## src/rtl/s2_kes_dcme_pe_mc.sv

```systemverilog
// s2_kes_dcme_pe_mc: multi-channel GF(2^M) DCME key-equation R/Q processing element with result capture
module s2_kes_dcme_pe_mc #(
   parameter int M = 8,
   parameter logic [M:0] PRIM = 9'h11D,
   parameter int NCH = 4,
   localparam int CW = NCH > 1 ? $clog2(NCH) : 1
) (
   input  logic          clk,
   input  logic          rst,
   input  logic          en,
   input  logic [CW-1:0] ch,
   input  logic [2:0]    op,
   input  logic          last,
   input  logic [M-1:0]  r_init,
   input  logic [M-1:0]  q_init,
   input  logic [M-1:0]  r_in,
   input  logic [M-1:0]  q_in,
   input  logic [M-1:0]  a,
   input  logic [M-1:0]  b,
   output logic [M-1:0]  r_out,
   output logic [M-1:0]  q_out,
   output logic [M-1:0]  r_final,
   output logic [M-1:0]  res_data,
   output logic [CW-1:0] res_ch,
   output logic          res_vld,
   output logic          ch_err
);
   localparam logic [2:0] OP_NOP = 3'd0, OP_INIT = 3'd1, OP_SHR = 3'd2, OP_SHQ = 3'd3, OP_SWAP = 3'd4, OP_UPD = 3'd5;
   function automatic logic [M-1:0] gfmul(input logic [M-1:0] x, input logic [M-1:0] y);
      logic [M-1:0] p;
      p = '0;
      for (int i = M - 1; i >= 0; i--)
         p = (p[M-1] ? ((p << 1) ^ PRIM[M-1:0]) : (p << 1)) ^ (y[i] ? x : '0);
      return p;
   endfunction
   logic [NCH-1:0][M-1:0] r_q, q_q;
   logic ch_ok, cap;
   logic [M-1:0] r_cur, q_cur, r_upd, r_nxt, q_nxt;
   logic [2:0] op_e;
   assign ch_ok = {1'b0, ch} < (CW + 1)'(NCH);
   always_comb begin
      r_cur = ch_ok ? r_q[ch] : '0;
      q_cur = ch_ok ? q_q[ch] : '0;
      r_upd = gfmul(b, r_in) ^ gfmul(a, q_in);
      op_e = (en && ch_ok) ? op : OP_NOP;
      r_nxt = op_e == OP_INIT ? r_init : op_e == OP_SHR ? r_in : (op_e == OP_SWAP || op_e == OP_UPD) ? r_upd : r_cur;
      q_nxt = op_e == OP_INIT ? q_init : op_e == OP_SHQ ? q_in : op_e == OP_SWAP ? r_cur : q_cur;
      cap = en && last && ch_ok && (op == OP_SWAP || op == OP_UPD);
   end
   assign r_out = r_cur;
   assign q_out = q_cur;
   assign r_final = r_nxt;
   always_ff @(posedge clk or posedge rst) begin
      if (rst) begin
         r_q <= '0;
         q_q <= '0;
         res_data <= '0;
         res_ch <= '0;
         res_vld <= 1'b0;
         ch_err <= 1'b0;
      end else begin
         if (en && ch_ok) begin
            r_q[ch] <= r_nxt;
            q_q[ch] <= q_nxt;
         end
         res_vld <= cap;
         ch_err <= !ch_ok;
         if (cap) begin
            res_data <= r_nxt;
            res_ch <= ch;
         end
      end
   end
endmodule

```

## config.mk

```make
export PLATFORM = sky130hd
export DESIGN_NAME = s2_kes_dcme_pe_mc
export DESIGN_NICKNAME = d
export VERILOG_FILES = /design/src/rtl/s2_kes_dcme_pe_mc.sv
export SDC_FILE = /design/constraint.sdc
export NUM_CORES = 1
export LEC_CHECK = 0
export ABC_AREA = 0
export CELL_PAD_IN_SITES_DETAIL_PLACEMENT = 0
export CELL_PAD_IN_SITES_GLOBAL_PLACEMENT = 2
export CORE_MARGIN = 2
export CORE_UTILIZATION = 36
export DETAILED_ROUTE_END_ITERATION = 7
export GPL_TIMING_DRIVEN = 0
export PLACE_DENSITY = 0.85
export SETUP_SLACK_MARGIN = 0.3
export SLEW_MARGIN = 10
export SYNTH_ARGS = -nofsm -noshare
export SYNTH_HDL_FRONTEND = slang
export SYNTH_SLANG_ARGS = --single-unit
```

## constraint.sdc

```tcl
create_clock -name clk -period 6.4 [get_ports clk]
set_input_delay 0.64 -clock clk [delete_from_list [all_inputs] [get_ports clk]]
set_output_delay 0.64 -clock clk [all_outputs]
set_load 0.03 [all_outputs]
```

# Word-level counts from Yosys, hierarchy flattened

Cells that the tools add are included.

Bits in registers: 75
Output and inout port bits: 36
Word-level logic and storage cells: 99

Order comparisons: 2
Equal/unequal tests: 7
Mux-type cells: 45
Bitwise operators: 29
Reduce and logical (&&, ||, !) cells: 5

Operators with widths:

| cell                 | number |
|---|---|
| $mux W8              | 25 |
| $xor A8 B8 Y8        | 15 |
| $mux W5              | 14 |
| $bwmux W32           | 2 |
| $not A4 Y4           | 14 |
| $bmux W8 S2          | 2 |
| $demux W8 S2         | 1 |
| $eq A3 B3 Y1 const B | 4 |
| $eq A3 B2 Y1 const B | 2 |
| $eq A3 B1 Y1 const B | 1 |
| $logic_and A1 B1 Y1  | 3 |
| $lt A2 B3 Y1 const B | 1 |
| $mux W3              | 1 |
| $ge A2 B1 Y1 const B | 1 |
| $logic_or A1 B1 Y1   | 2 |

# Logic depth before layout (Yosys ltp)

Depth in word-level cells: 27
Depth in mapped cells: 9

# Worst setup path before layout

No wires, ideal clock.

Path kind: input port to output port
From: input a[6]
To: output r_final[4]
Data arrival time: 2.894 ns
Required time: 5.760 ns
Path slack: 2.866 ns
Stages: 9
Buffers on the path: 1
Cells stage by stage: buf_2 nand2_1 xnor2_1 xnor3_2 xnor3_1 xnor3_1 xnor3_1 a21oi_2 inv_1

Longest elaborated chain between the ends: 20

RTL lines:

| what                        | line | source |
|---|---|---|
| from (decl)                 | 18   | `input logic [M-1:0] a,` |
| $mux W8                     | 33   | `p = (p[M-1] ? ((p << 1) ^ PRIM[M-1:0]) : (p << 1)) ^ (y[i] ? x : '0);` |
| $xor A8 B8 Y8 (2 in a row)  | 33   |  |
| $mux W5                     | 33   |  |
| $xor A8 B8 Y8               | 33   |  |
| $mux W5                     | 33   |  |
| $xor A8 B8 Y8               | 33   |  |
| $not A4 Y4 (no source line) | -    |  |
| $mux W5                     | 33   |  |
| $xor A8 B8 Y8 (*)           | 33   |  |
| $not A4 Y4 (no source line) | -    |  |
| $mux W5                     | 33   |  |
| $xor A8 B8 Y8 (*)           | 33   |  |
| $not A4 Y4 (no source line) | -    |  |
| $mux W5 (*)                 | 33   |  |
| $xor A8 B8 Y8 (*)           | 33   |  |
| $xor A8 B8 Y8 (*)           | 44   | `r_upd = gfmul(b, r_in) ^ gfmul(a, q_in);` |
| $mux W8 (*) (3 in a row)    | 46   | `r_nxt = op_e == OP_INIT ? r_init : op_e == OP_SHR ? r_in : (op_e == OP_SWAP \|\| op_e == OP_UPD) ? r_upd : r_cur ...` |
| to (decl)                   | 22   | `output logic [M-1:0] r_final,` |

Every way passes the cells marked *; elsewhere a longest branch is shown, timed or not.

# Worst setup path in the final report

From: input b[7]
To: output r_final[3]

Longest elaborated chain between the ends: 18

RTL lines:

| what                                                         | line | source |
|---|---|---|
| from (decl)                                                  | 19   | `input logic [M-1:0] b,` |
| $mux W8                                                      | 33   |  |
| $mux W5                                                      | 33   |  |
| $xor A8 B8 Y8                                                | 33   |  |
| $not A4 Y4 (no source line)                                  | -    |  |
| $mux W5                                                      | 33   |  |
| $xor A8 B8 Y8                                                | 33   |  |
| $xor A8 B8 Y8 or $not A4 Y4 (tied branches)                  | -    |  |
| $xor A8 B8 Y8 or $mux W5 (tied branches)                     | 33   |  |
| $xor A8 B8 Y8                                                | 33   |  |
| $mux W5 or $xor A8 B8 Y8 (tied branches)                     | 33   |  |
| $xor A8 B8 Y8 (*)                                            | 33   |  |
| $not A4 Y4 (no source line) or $xor A8 B8 Y8 (tied branches) | -    |  |
| $mux W5 (*)                                                  | 33   |  |
| $xor A8 B8 Y8 (*)                                            | 33   |  |
| $xor A8 B8 Y8 (*)                                            | 44   |  |
| $mux W8 (*) (3 in a row)                                     | 46   |  |

Marked as above.

==> impl_results.md <==
- Most frequently used flop master after synthesis: sky130_fd_sc_hd__dfrtp_1
- Post-layout net count: 781
- Mux contribution to synthesized area: 0.0857
- Worst hold path endpoint: q_q[18]$_DFFE_PP0P_
- GR Overflow Total: 0
- Clock transition at path regs: 0.06 ns
- Start point of the worst min-delay path: q_q[18]$_DFFE_PP0P_
- Synth-to-Final Area Change: 22.5%
- Total leakage power: 3.03 nW
- Power density cells: 392 nW/um^2
- Num rows: 46
- Number of stages on the worst hold path: 2
- Antenna violations before repair: 0
- Highest cell delay on the worst timing path: 0.64 ns
- Area used by multi-input combinational logic: 3490 sq um
- Finished layout cell area: 7000 sq um
- Count of cell types in the netlist: 52
- Yosys warnings: 0
- Deepest clock path buffer count: 2
- Insertion delay of the later-clocked pin in the worst-skew pair: 0.35 ns
- Total count of hold-check failures in the final report: 0
- Mapped Area: 5710 sq um
- Least-Margin Pin Slew: 1.09 ns
- Wire length of the first global-routing pass: 28600 um
- Root buffer selected by CTS: sky130_fd_sc_hd__clkbuf_16
- Die area: 16900 sq um
- RR Endpoint: q_q[14]$_DFFE_PP0P_
- Run status: finished clean
- Worst setup skew after layout: 0.00857 ns
- Via count: 4838
- Power after layout: 2.74 mW
- Type of the setup path with the least slack: in -> out
- CP Data Arrival Time: 4.24 ns
- Data required time of the critical path: 5.76 ns
- Synth Register Bits: 75
- Die Ht: 130 um
- Main combinational cell family by area after synthesis: XOR/XNOR gates
- Place WS: 1.58 ns
- Slowest cell on the critical path: sky130_fd_sc_hd__clkdlybuf4s50_1
- Ratio of final minimum period to clock period: 0.762
- Max_cap viols: 0
- Unrepaired setup endpoints after global routing: no
- Area share of and/or/nand/nor cells after synthesis: 0.179
- Critical path fanouts, max: 10
- Vias per std cell: 5.12
- Hold-fix buffers at CTS: 0
- Top cells by area in the synthesized netlist: sky130_fd_sc_hd__dfrtp_1 (33%), sky130_fd_sc_hd__nand2_1 (13%), sky130_fd_sc_hd__xnor2_1 (12%)
- Pin count of the biggest net entering global routing: 68
- Die Width: 130 um
- Slack of the worst reg-to-reg path: 4.52 ns
- Cell breakdown of the critical path: clkdlybuf4s50_1, buf_6, nand2_2, xor2_1, xnor2_2, xnor3_2, xnor2_4, xnor3_1, o2111ai_2, nand2_1, clkdlybuf4s50_1
- DRC viols: 0
- Part of the power in registers: 0.266
- Fraction of registers with async set or reset after synthesis: 1.00
- Sequential cell area fraction in the yosys report: 0.329
- Final worst path period need: 4.88 ns
- Starting utilization of the core area: 0.363
- Setup bufs post-CTS: 0
- R2R cell count: 5
- Worst vdd ir: 0.213 mV
- Post-synthesis cell type with the largest combined area: sky130_fd_sc_hd__dfrtp_1
- Number of clock sinks seen by CTS: 75
- Buffers plus inverters on the worst setup path: 3
- Internal Pwr Total: 1.66 mW
- Overall track demand over capacity in global routing: 0.230
- Cell family contributing the most delay on the critical path: XOR/XNOR gates
- Post-Route Hold Slack: 0.478 ns
- Post-synthesis share of cell area spent on xor and xnor gates: 0.230
- Most used cell along the critical path: sky130_fd_sc_hd__clkdlybuf4s50_1
- Detailed Place HPWL: 13400 um
- Number of synthesized flops with an enable pin: 0
- Cell count after synthesis: 647
- Net switching share of the total power: 0.394
- R2r startpoint: r_q[30]$_DFFE_PP0P_
- Weighted congestion at the end of routability-driven global placement: 0.848
- Net count after synthesis: 704
- Area share of fa/ha/maj cells after synthesis: 0
- Number of inserted filler cells in the final layout: 1568
- Power share of the combinational group: 0.526
- Number of port buffers: 65
- Average instance area after synthesis: 8.83 sq um
- Number of endpoints failing setup at the final stage: 0
- Setup crit end kind: output port
- Storage cell area: 1880 sq um
- Post-route setup TNS: 0 ns
- Wirelength, routed: 18700 um
- Count of inserted antenna diode cells: 0
- Part of the total power dissipated in the clock network: 0.207
- Max Fclk: 0.205 GHz
- Post-layout worst setup margin: 1.52 ns
- Worst max-slew margin expressed relative to the limit: 0.271
- First-pass iteration count of the detailed router: 5
- Clock buffers created by TritonCTS: 9
- Post-CTS resize count: 0
- Hold/Removal Path Class: reg -> reg
- Post-Place Cell Area: 6660 sq um
- Vias in the first global route: 4855
- Std-Cell Core Area: 15700 sq um
- Share of layout cells above drive strength 1: 0.119
- Area share of the leading cell type in the synthesized netlist: 0.329
- Compound-cell area share of the yosys netlist: 0.116
- Ports placed on the boundary: 93
- Count of pins over their slew limit: 0
- Power spent charging and discharging nets: 1.08 mW
- Routed wirelength normalized by instance count: 19.8 um
- TritonCTS clock tree: built
- Kind of start point of the critical path: primary input
- H-tree Lvls: 3
- Number of nets with antenna violations after detailed routing: 0
- DR iter-0 viols: 336
## cells in the final DEF, fill, tap and decap left out, drive strengths merged, types with 3 or more instances in the layout
| cell | instances |
|---|---|
| clkdlybuf4s50 | 65 |
| buf | 28 |
| nor2 | 18 |
| inv | 14 |
| clkbuf | 39 |
| a221o | 4 |
| a22oi | 10 |
| nand2 | 196 |
| o21ai | 63 |
| o211ai | 3 |
| o31ai | 4 |
| mux2i | 5 |
| o22ai | 4 |
| nand3b | 5 |
| nand2b | 3 |
| nand3 | 9 |
| mux2 | 7 |
| nor2b | 3 |
| dfrtp | 75 |
| mux4 | 16 |
| xnor2 | 83 |
| xor2 | 28 |
| xnor3 | 13 |
| a21oi | 8 |
## logic make-up (layout without fill, tap and decap cells)
logic type / Yosys count / in the layout
flip-flops: 75 / 75
XOR/XNOR: 124 / 124
buffers and inverters: 68 / 150
AND/OR/NAND/NOR: 245 / 245
other: 1 / 1
multiplexers: 28 / 28
AO/OA/AOI/OAI: 106 / 106
## flip-flops by register name, indices dropped and copies added (netlist names)
register / count
res_ch: 2
r_q: 32
res_data: 8
q_q: 32
res_vld: 1
## metrics by stage
stage                util  cells
floorplan               -    647
global placement    0.422    928
detailed placement  0.424    929
CTS                 0.445    945
global route        0.445    945
finish              0.445    945
## cell type report
| cell class | count | area share |
|---|---|---|
| Multi-Input combinational cell | 504 | 0.499 |
| Sequential cell | 75 | 0.268 |
| Timing Repair Buffer | 66 | 0.0969 |
| Buffer | 56 | 0.0422 |
| Tap cell | 216 | 0.0386 |
| Clock buffer | 10 | 0.0342 |
| Clock inverter | 6 | 0.0136 |
| Inverter | 12 | 0.00680 |
## synth_stat cells (5+ instances only)
| library cell | number |
|---|---|
| sky130_fd_sc_hd__mux2i_1 | 5 |
| sky130_fd_sc_hd__nor2_1 | 18 |
| sky130_fd_sc_hd__nand2_1 | 192 |
| sky130_fd_sc_hd__nand3_1 | 9 |
| sky130_fd_sc_hd__mux4_2 | 16 |
| sky130_fd_sc_hd__inv_1 | 12 |
| sky130_fd_sc_hd__clkbuf_1 | 29 |
| sky130_fd_sc_hd__mux2_2 | 7 |
| sky130_fd_sc_hd__dfrtp_1 | 75 |
| sky130_fd_sc_hd__buf_6 | 7 |
| sky130_fd_sc_hd__a21oi_1 | 7 |
| sky130_fd_sc_hd__xnor2_1 | 78 |
| sky130_fd_sc_hd__nand3b_1 | 5 |
| sky130_fd_sc_hd__xor2_1 | 28 |
| sky130_fd_sc_hd__xnor3_1 | 11 |
| sky130_fd_sc_hd__o21ai_1 | 12 |
| sky130_fd_sc_hd__buf_2 | 14 |
| sky130_fd_sc_hd__a22oi_1 | 10 |
| sky130_fd_sc_hd__o21ai_0 | 47 |
## power by group through the flow
stage,sequential [mW],clock [mW],combinational (mW)
finish,0.731,0.569,1.44
global route,0.750,0.593,1.53
CTS,0.730,0.573,1.44
detailed placement,0.738,0,1.43
global placement,0.725,0,1.42
floorplan,0.760,0,0.957
## per-layer routing
layer	share of wire	global-route usage
met3	0.057	0.0279
met1	0.45	0.324
met5	0	0
met4	0.0097	0.0582
met2	0.48	0.377
## worst register-to-register path, delay by kind of cell (launching register included)
kind,cells,cell delay [ns]
DFF,1,0.37
AOI/OAI and AO/OA,3,0.69
muxes,1,0.55
and+or+nand+nor,1,0.12
## how the worst max path moves through the flow
| stage | start | to | slack, ns | cells after the start |
|---|---|---|---|---|
| after floorplan | a[6] | r_final[4] | 2.87 | 9 |
| after global placement | b[7] | r_final[3] | 1.56 | 11 |
| after detailed placement | b[7] | r_final[3] | 1.58 | 11 |
| after CTS | b[7] | r_final[3] | 1.54 | 11 |
| after global routing | b[7] | r_final[3] | 1.36 | 11 |
| final | b[7] | r_final[3] | 1.52 | 11 |
Power figures use the tool's default switching activity.
